--- src/rtl/wb_stage_if.sv ---
// MEM->WB bus plus write-back stage results, bundled for the wb_stage port list.
// The master side drives the instruction in; the slave side is the WB stage itself.
interface wb_stage_if;
  logic         WB_valid;
  logic [117:0] MEM_WB_bus_r;
  logic         rf_wen;
  logic [4:0]   rf_wdest;
  logic [31:0]  rf_wdata;
  logic         WB_over;
  logic [4:0]   WB_wdest;
  logic         exc_valid;
  logic [31:0]  exc_pc;
  logic         cancel;
  logic [31:0]  WB_pc;
  logic [31:0]  HI_data;
  logic [31:0]  LO_data;
  logic [31:0]  inst_count;

  modport master (
    output WB_valid, MEM_WB_bus_r,
    input  rf_wen, rf_wdest, rf_wdata, WB_over, WB_wdest, exc_valid, exc_pc,
           cancel, WB_pc, HI_data, LO_data, inst_count
  );

  modport slave (
    input  WB_valid, MEM_WB_bus_r,
    output rf_wen, rf_wdest, rf_wdata, WB_over, WB_wdest, exc_valid, exc_pc,
           cancel, WB_pc, HI_data, LO_data, inst_count
  );
endinterface

--- src/rtl/wb_stage.sv ---
// MIPS write-back stage: HI/LO and CP0 STATUS/CAUSE/EPC state, register-file write port,
// SYSCALL/ERET redirect generation and a retired-instruction counter.
module wb_stage #(
  parameter logic [31:0] EXC_ENTRY   = 32'h0000_0000,
  parameter logic [4:0]  SYS_EXCCODE = 5'd8
) (
  input  logic       clk,
  input  logic       rst,
  wb_stage_if.slave  wb
);

  localparam logic [7:0] CP0_STATUS = {5'd12, 3'd0};
  localparam logic [7:0] CP0_CAUSE  = {5'd13, 3'd0};
  localparam logic [7:0] CP0_EPC    = {5'd14, 3'd0};

  // Only the software-interrupt bits IP[1:0] of CAUSE are writable by mtc0.
  function automatic logic [31:0] cause_mtc0(input logic [31:0] old_v, input logic [31:0] wr_v);
    cause_mtc0 = {old_v[31:10], wr_v[9:8], old_v[7:0]};
  endfunction

  logic        w_rf_wen;
  logic [4:0]  w_rf_wdest;
  logic [31:0] w_mem_result;
  logic [31:0] w_lo_result;
  logic        w_hi_write;
  logic        w_lo_write;
  logic        w_mfhi;
  logic        w_mflo;
  logic        w_mtc0;
  logic        w_mfc0;
  logic [7:0]  w_cp0r_addr;
  logic        w_syscall;
  logic        w_eret;
  logic [31:0] w_pc;

  assign {w_rf_wen, w_rf_wdest, w_mem_result, w_lo_result, w_hi_write, w_lo_write,
          w_mfhi, w_mflo, w_mtc0, w_mfc0, w_cp0r_addr, w_syscall, w_eret, w_pc} = wb.MEM_WB_bus_r;

  logic [31:0] r_hi;
  logic [31:0] r_lo;
  logic [31:0] r_status;
  logic [31:0] r_cause;
  logic [31:0] r_epc;
  logic [31:0] r_inst_count;

  logic [31:0] w_cp0_rdata;
  logic [31:0] w_rf_wdata;
  logic [31:0] w_status_nxt;
  logic [31:0] w_cause_nxt;
  logic [31:0] w_epc_nxt;
  logic        w_exc_valid;

  always_comb begin
    case (w_cp0r_addr)
      CP0_STATUS: w_cp0_rdata = r_status;
      CP0_CAUSE:  w_cp0_rdata = r_cause;
      CP0_EPC:    w_cp0_rdata = r_epc;
      default:    w_cp0_rdata = 32'h0000_0000;
    endcase
  end

  always_comb begin
    if (w_mfhi)      w_rf_wdata = r_hi;
    else if (w_mflo) w_rf_wdata = r_lo;
    else if (w_mfc0) w_rf_wdata = w_cp0_rdata;
    else             w_rf_wdata = w_mem_result;
  end

  // SYSCALL is applied after mtc0 so the exception entry state wins; ERET is ignored alongside it.
  always_comb begin
    w_status_nxt = r_status;
    w_cause_nxt  = r_cause;
    w_epc_nxt    = r_epc;
    if (w_mtc0) begin
      case (w_cp0r_addr)
        CP0_STATUS: w_status_nxt = w_mem_result;
        CP0_CAUSE:  w_cause_nxt  = cause_mtc0(r_cause, w_mem_result);
        CP0_EPC:    w_epc_nxt    = w_mem_result;
        default:    ;
      endcase
    end
    if (w_syscall) begin
      w_epc_nxt         = w_pc;
      w_status_nxt[1]   = 1'b1;
      w_cause_nxt[6:2]  = SYS_EXCCODE;
    end else if (w_eret) begin
      w_status_nxt[1]   = 1'b0;
    end
  end

  always_ff @(posedge clk) begin
    if (rst) begin
      r_hi         <= 32'h0;
      r_lo         <= 32'h0;
      r_status     <= 32'h0;
      r_cause      <= 32'h0;
      r_epc        <= 32'h0;
      r_inst_count <= 32'h0;
    end else if (wb.WB_valid) begin
      if (w_hi_write) r_hi <= w_mem_result;
      if (w_lo_write) r_lo <= w_lo_result;
      r_status     <= w_status_nxt;
      r_cause      <= w_cause_nxt;
      r_epc        <= w_epc_nxt;
      r_inst_count <= r_inst_count + 32'd1;
    end
  end

  assign w_exc_valid   = wb.WB_valid & (w_syscall | w_eret);

  assign wb.rf_wen     = wb.WB_valid & w_rf_wen & ~w_syscall;
  assign wb.rf_wdest   = w_rf_wdest;
  assign wb.rf_wdata   = w_rf_wdata;
  assign wb.WB_over    = wb.WB_valid;
  assign wb.WB_wdest   = w_rf_wdest & {5{wb.WB_valid}};
  assign wb.exc_valid  = w_exc_valid;
  assign wb.exc_pc     = w_syscall ? EXC_ENTRY : r_epc;
  assign wb.cancel     = w_exc_valid;
  assign wb.WB_pc      = w_pc;
  assign wb.HI_data    = r_hi;
  assign wb.LO_data    = r_lo;
  assign wb.inst_count = r_inst_count;

endmodule
--- src/flat_wrapper.sv ---
// flat-port wrapper written by rule: the top's interface ports become plain ports
module wb_stage_flat 
#(
  parameter logic [31:0] EXC_ENTRY   = 32'h0000_0000,
  parameter logic [4:0]  SYS_EXCCODE = 5'd8
)
  (clk, rst, wb_WB_valid, wb_MEM_WB_bus_r, wb_rf_wen, wb_rf_wdest, wb_rf_wdata, wb_WB_over, wb_WB_wdest, wb_exc_valid, wb_exc_pc, wb_cancel, wb_WB_pc, wb_HI_data, wb_LO_data, wb_inst_count);
  wb_stage_if wb_i ();
  input  logic clk;
  input  logic rst;
  input wire logic [$bits(wb_i.WB_valid)-1:0] wb_WB_valid;
  input wire logic [$bits(wb_i.MEM_WB_bus_r)-1:0] wb_MEM_WB_bus_r;
  output wire logic [$bits(wb_i.rf_wen)-1:0] wb_rf_wen;
  output wire logic [$bits(wb_i.rf_wdest)-1:0] wb_rf_wdest;
  output wire logic [$bits(wb_i.rf_wdata)-1:0] wb_rf_wdata;
  output wire logic [$bits(wb_i.WB_over)-1:0] wb_WB_over;
  output wire logic [$bits(wb_i.WB_wdest)-1:0] wb_WB_wdest;
  output wire logic [$bits(wb_i.exc_valid)-1:0] wb_exc_valid;
  output wire logic [$bits(wb_i.exc_pc)-1:0] wb_exc_pc;
  output wire logic [$bits(wb_i.cancel)-1:0] wb_cancel;
  output wire logic [$bits(wb_i.WB_pc)-1:0] wb_WB_pc;
  output wire logic [$bits(wb_i.HI_data)-1:0] wb_HI_data;
  output wire logic [$bits(wb_i.LO_data)-1:0] wb_LO_data;
  output wire logic [$bits(wb_i.inst_count)-1:0] wb_inst_count;
  assign wb_i.WB_valid = wb_WB_valid;
  assign wb_i.MEM_WB_bus_r = wb_MEM_WB_bus_r;
  assign wb_rf_wen = wb_i.rf_wen;
  assign wb_rf_wdest = wb_i.rf_wdest;
  assign wb_rf_wdata = wb_i.rf_wdata;
  assign wb_WB_over = wb_i.WB_over;
  assign wb_WB_wdest = wb_i.WB_wdest;
  assign wb_exc_valid = wb_i.exc_valid;
  assign wb_exc_pc = wb_i.exc_pc;
  assign wb_cancel = wb_i.cancel;
  assign wb_WB_pc = wb_i.WB_pc;
  assign wb_HI_data = wb_i.HI_data;
  assign wb_LO_data = wb_i.LO_data;
  assign wb_inst_count = wb_i.inst_count;
  wb_stage #(.EXC_ENTRY(EXC_ENTRY), .SYS_EXCCODE(SYS_EXCCODE)) u_core (.clk(clk), .rst(rst), .wb(wb_i));
endmodule
--- config.mk ---
export PLATFORM = sky130hd
export DESIGN_NAME = wb_stage_flat
export DESIGN_NICKNAME = d
export VERILOG_FILES = /design/src/rtl/wb_stage_if.sv /design/src/rtl/wb_stage.sv /design/src/flat_wrapper.sv
export SDC_FILE = /design/constraint.sdc
export NUM_CORES = 1
export LEC_CHECK = 0
export BUFFER_PORTS_ARGS = -buffer_cell sky130_fd_sc_hd__buf_2
export CORE_UTILIZATION = 35
export DETAILED_ROUTE_END_ITERATION = 7
export PLACE_DENSITY = 0.6
export SETUP_SLACK_MARGIN = 0.1
export SYNTH_ARGS = -nofsm -noshare
export SYNTH_HDL_FRONTEND = slang
export SYNTH_SLANG_ARGS = --single-unit
--- constraint.sdc ---
create_clock -name clk -period 2.2 [get_ports clk]
set_input_delay 0.11 -clock clk [delete_from_list [all_inputs] [get_ports clk]]
set_output_delay 0.11 -clock clk [all_outputs]
set_load 0.05 [all_outputs]
Word level (Yosys, flattened, before mapping) --
Index checks and enable logic that the tools add are counted.
Word-level totals: bits in registers 167, bits in latches 0, memory bits (writable) 0, ROM bits 0, bits of input ports 121, output and inout bits 206, logic and storage cells 43, memories kept 0
Operators by class: $add $sub $neg 1, $mul 0, divide/modulo/power cells 0, order comparisons 0, equality and inequality tests 3, shifts and indexed selects 0, muxes and demuxes 14, bitwise gates (word level) 6, reductions and logical operators 11
Operators with widths (count):
- 32-bit 2-to-1 mux | 7
- 32-bit one-hot mux with 3 select lines | 1
- 32-bit by 1-bit adder with 32-bit output, second input constant | 1
- 8-bit by 7-bit equality test with 1-bit output, second input constant | 3
- 3-bit AND reduction | 4
- 7-bit 2-to-1 mux | 1
- 2-bit AND reduction | 3
- 3-bit nonzero test | 2
- 5-bit bitwise AND | 1
- 5-bit 2-to-1 mux | 1
- 2-bit 2-to-1 mux | 2
- 2-bit nonzero test | 2
- 1-bit bitwise AND | 3
- 1-bit 2-to-1 mux | 2
- 1-bit inverter | 1
- 1-bit bitwise OR | 1

Longest topological paths before layout --
word-level depth 5, mapped depth 7, gate-level depth less buffers 5

Worst setup path after synthesis --
No wires, ideal clock.
path kind register to register, from register u_core.r_inst_count[11], in the netlist u_core.wb.inst_count[11], to register u_core.r_inst_count[31], in the netlist u_core.wb.inst_count[31], library setup time 0.121 ns, arrival 2.188 ns, path slack -0.109 ns, cell stages (with the launch flop) 6, buffers on the path 1, cells stage by stage dfxtp_1 > nand4_1 > or4_4 > buf_6 > nor4_1 > mux2_2
Between the ends: longest elaborated chain between the ends 1
Ends and longest elaborated chain:
- start, declared | line wb_stage.sv:44 | logic [31:0] r_inst_count;
- start signal, assigned | line wb_stage.sv:105 | r_inst_count <= r_inst_count + 32'd1;
- 32-bit by 1-bit adder with 32-bit output | line wb_stage.sv:105
Every way passes these cells. A chain may end at the register's enable or synchronous reset.

Worst setup path after layout --
Ends and elaborated chain as after synthesis.

==> results.toml <==
[run_status]
outcome = "finished, final reports clean"

[sta]
slew_viol_final = 0
final.setup.worst_slack_ps = 126
holdWs_ps = 59.3
clock_skew_ps = 14.4
period_minus_slack_ps = 2070
setup_viol = 0
hold_violations = 0
slew_headroom_pct = 66.1
min_period_over_period_pct = 94.3
grt_setup_unrepaired = "true"
worst_pin_slew_ps = 507
fmax_mhz = 482
tns_ps = 0

[cts]
clockRootBuffer = "clkbuf_16"
cts_tree = "yes"
cts_buffer_depth = 2
clock-sinks = 163
cts-buffers-inserted = 17
post_cts_buffers = 0
clk_pin_slew_ps = 70
cts_max_level = 4
insertion_delay_ps = 430

[floorplanning]
chipWidth_um = 155
coreArea_mm2 = 0.0228
io_pins = 327
start_util_pct = 36.0
die_h_um = 155
die_area_mm2 = 0.0241
rows = 55

[worst_setup_path]
critPathArrivalTime_ps = 2390
crit_type = "reg -> reg"
critPathBufInv = 0
cp_slowest_stage_delay_ps = 670
crit_path_end_kind = "flop"
crit_path_cell_trace = "nand4_1 -> or4_4 -> nor4_2 -> mux2_2"
reg2regPathDepth = 4
r2r-start = "u_core.wb.inst_count[11]$_SDFFE_PP0P_"
timing.critical_path.from = "u_core.wb.inst_count[11]$_SDFFE_PP0P_"
path_depth = 4
crit_required_ps = 2510
critPathSlowestCell = "or4_4"
rrSetupSlack_ps = 130
startpoint_type = "flop"
cp_max_fo = 19
cp_top_family = "simple AND/OR/NAND/NOR gates"

[synth]
synth_area_leaders = "dfxtp_1, a21oi_1, mux2i_1, nand2_1, nor2_1"
async_flop_share_pct = 0
synth_top_area_cell = "dfxtp_1"
syn_area_mm2 = 0.00822
synth_warnings = 0
synth_fp_nets = 1155
synth_edf_count = 0
synth_cells = 1033
ys_types = 42
yosysSeqAreaShare_pct = 39.7
ys_seq_elements = 163
synth_area_per_cell_um2 = 7.95
synth_top_area_share_pct = 39.7
synth-main-ff-cell = "dfxtp_1"

[place]
gp_congestion = 0.837
dp_hpwl_um = 20600
dpl_worst_slack_ps = 134
placed_area_mm2 = 0.0100
numPortBuffers = 326

[grt]
antenna_found_initial = 1
grt_max_degree = 88
grt.total_usage_pct = 23.5
grt_overflow_total = 0
grt_pass1_wl_um = 44100
grt_pass1_vias = 7964

[detailed_routing]
finalWirelength_um = 29300
first_iter_violations = 544
via_per_inst = 5.09
antenna_left = 0
vias = 8563
routedWlPerCell_um = 17.5
drc = 0
firstDrtPassIters = 6

[finish]
final_common_cell = "buf_2"
nets = 1476
final_cell_mix = "buf_2, dfxtp_1, nand2_1, a21oi_1, nor2_1"
layout-drive-gt1-share_pct = 32.6
fillers = 2258
final_area_mm2 = 0.0113
syn2layout_area_growth_pct = 37.5

[min_path]
hp-start = "wb_MEM_WB_bus_r[24]"
hold_path.class = "in -> reg"
hold_depth = 4

[run]
cap_violations = 0

[pwr]
p_total_mw = 7.87
power_leakage_nw = 4.97
powerDensity_mw_per_mm2 = 697
peakVddDrop_v = 0.000428
==> final timing paths <==
kind                                                               to
worst min register to register     u_core.wb.LO_data[28]$_SDFFE_PP0P_
worst max-delay path            u_core.wb.inst_count[31]$_SDFFE_PP0P_
worst max register to register  u_core.wb.inst_count[31]$_SDFFE_PP0P_
worst min-delay path                    u_core.r_epc[24]$_SDFFE_PP0P_
==> cell usage after synthesis, types with 3 or more instances <==
| master | instances |
|---|---|
| dfxtp_1 | 163 |
| nand2_1 | 144 |
| a21oi_1 | 141 |
| nor2_1 | 114 |
| clkbuf_1 | 76 |
| mux2i_1 | 66 |
| nor2b_1 | 41 |
| buf_4 | 40 |
| o21ai_0 | 36 |
| inv_1 | 33 |
| o221a_2 | 32 |
| a22o_1 | 29 |
| o31ai_1 | 14 |
| nand4_1 | 11 |
| and2_1 | 10 |
| or4_1 | 10 |
| nand3_1 | 9 |
| or3_1 | 7 |
| and4_1 | 6 |
| xor2_1 | 6 |
| nor4_1 | 5 |
| a31oi_1 | 4 |
| buf_1 | 4 |
| xnor2_1 | 4 |
| a21o_1 | 3 |
| buf_2 | 3 |
| mux2_2 | 3 |
| o2bb2ai_1 | 3 |
==> flip-flops by register name, summed over array words and instances (netlist names) <==
signal / count
u_core.wb.HI_data: 32
u_core.r_cause: 3
u_core.wb.LO_data: 32
u_core.r_epc: 32
u_core.r_status: 32
u_core.wb.inst_count: 32
==> layer usage <==
layer | vias to the layer above | track usage, % | part of all wire (%)
met1 | 4017 | 29.6 | 44
met4 | 0 | 7.66 | 1.7
met2 | 330 | 41.0 | 49
li1 | 4185 | - | -
met5 | - | 0 | 0
met3 | 31 | 3.84 | 5.4
==> tightest hold or removal path, stage by stage <==
cell     delay [ps]
buf_2           100
nor2_1           90
nor2_1           40
o221a_2         100
==> cell families after synthesis <==
family | count (synthesis) | share of synthesized area (%)
simple gates | 367 | 20.6
compound gates | 266 | 20.9
flops | 163 | 39.7
buf+inv | 157 | 9.14
mux | 69 | 8.45
xor+xnor | 10 | 1.07
fa+ha+maj | 1 | 0.152
==> metrics by stage <==
step | cells | utilization [%]
after floorplan | 1033 | -
after global placement | 1582 | 43.8
after detailed placement | 1582 | 43.8
after CTS | 1680 | 49.4
after global routing | 1681 | 49.5
final | 1681 | 49.5
==> area by class of cell <==
type,count,area (µm²),share of cell area (%)
Clock buffer,17,425,3.76
Inverter,33,124,1.10
Clock inverter,15,174,1.54
Tap cell,313,392,3.47
Antenna cell,1,2.50,0.0221
Timing Repair Buffer,426,2680,23.7
Multi-Input combinational cell,713,4230,37.4
Sequential cell,163,3280,29.0
==> repair_timing <==
action / 4_1_cts / 5_1_grt
hold buffers: 66 / 0
hold endpoints to repair: 108 / 0
setup endpoints to repair: 0 / 3
gates resized for setup: 0 / 3
==> power breakdown <==
part	internal [mW]	switching, mW	leakage (nW)
clock	1.71	1.37	0.291
combinational	0.518	1.14	3.35
sequential	3.05	0.0805	1.33
Power figures use the tool's default switching activity.
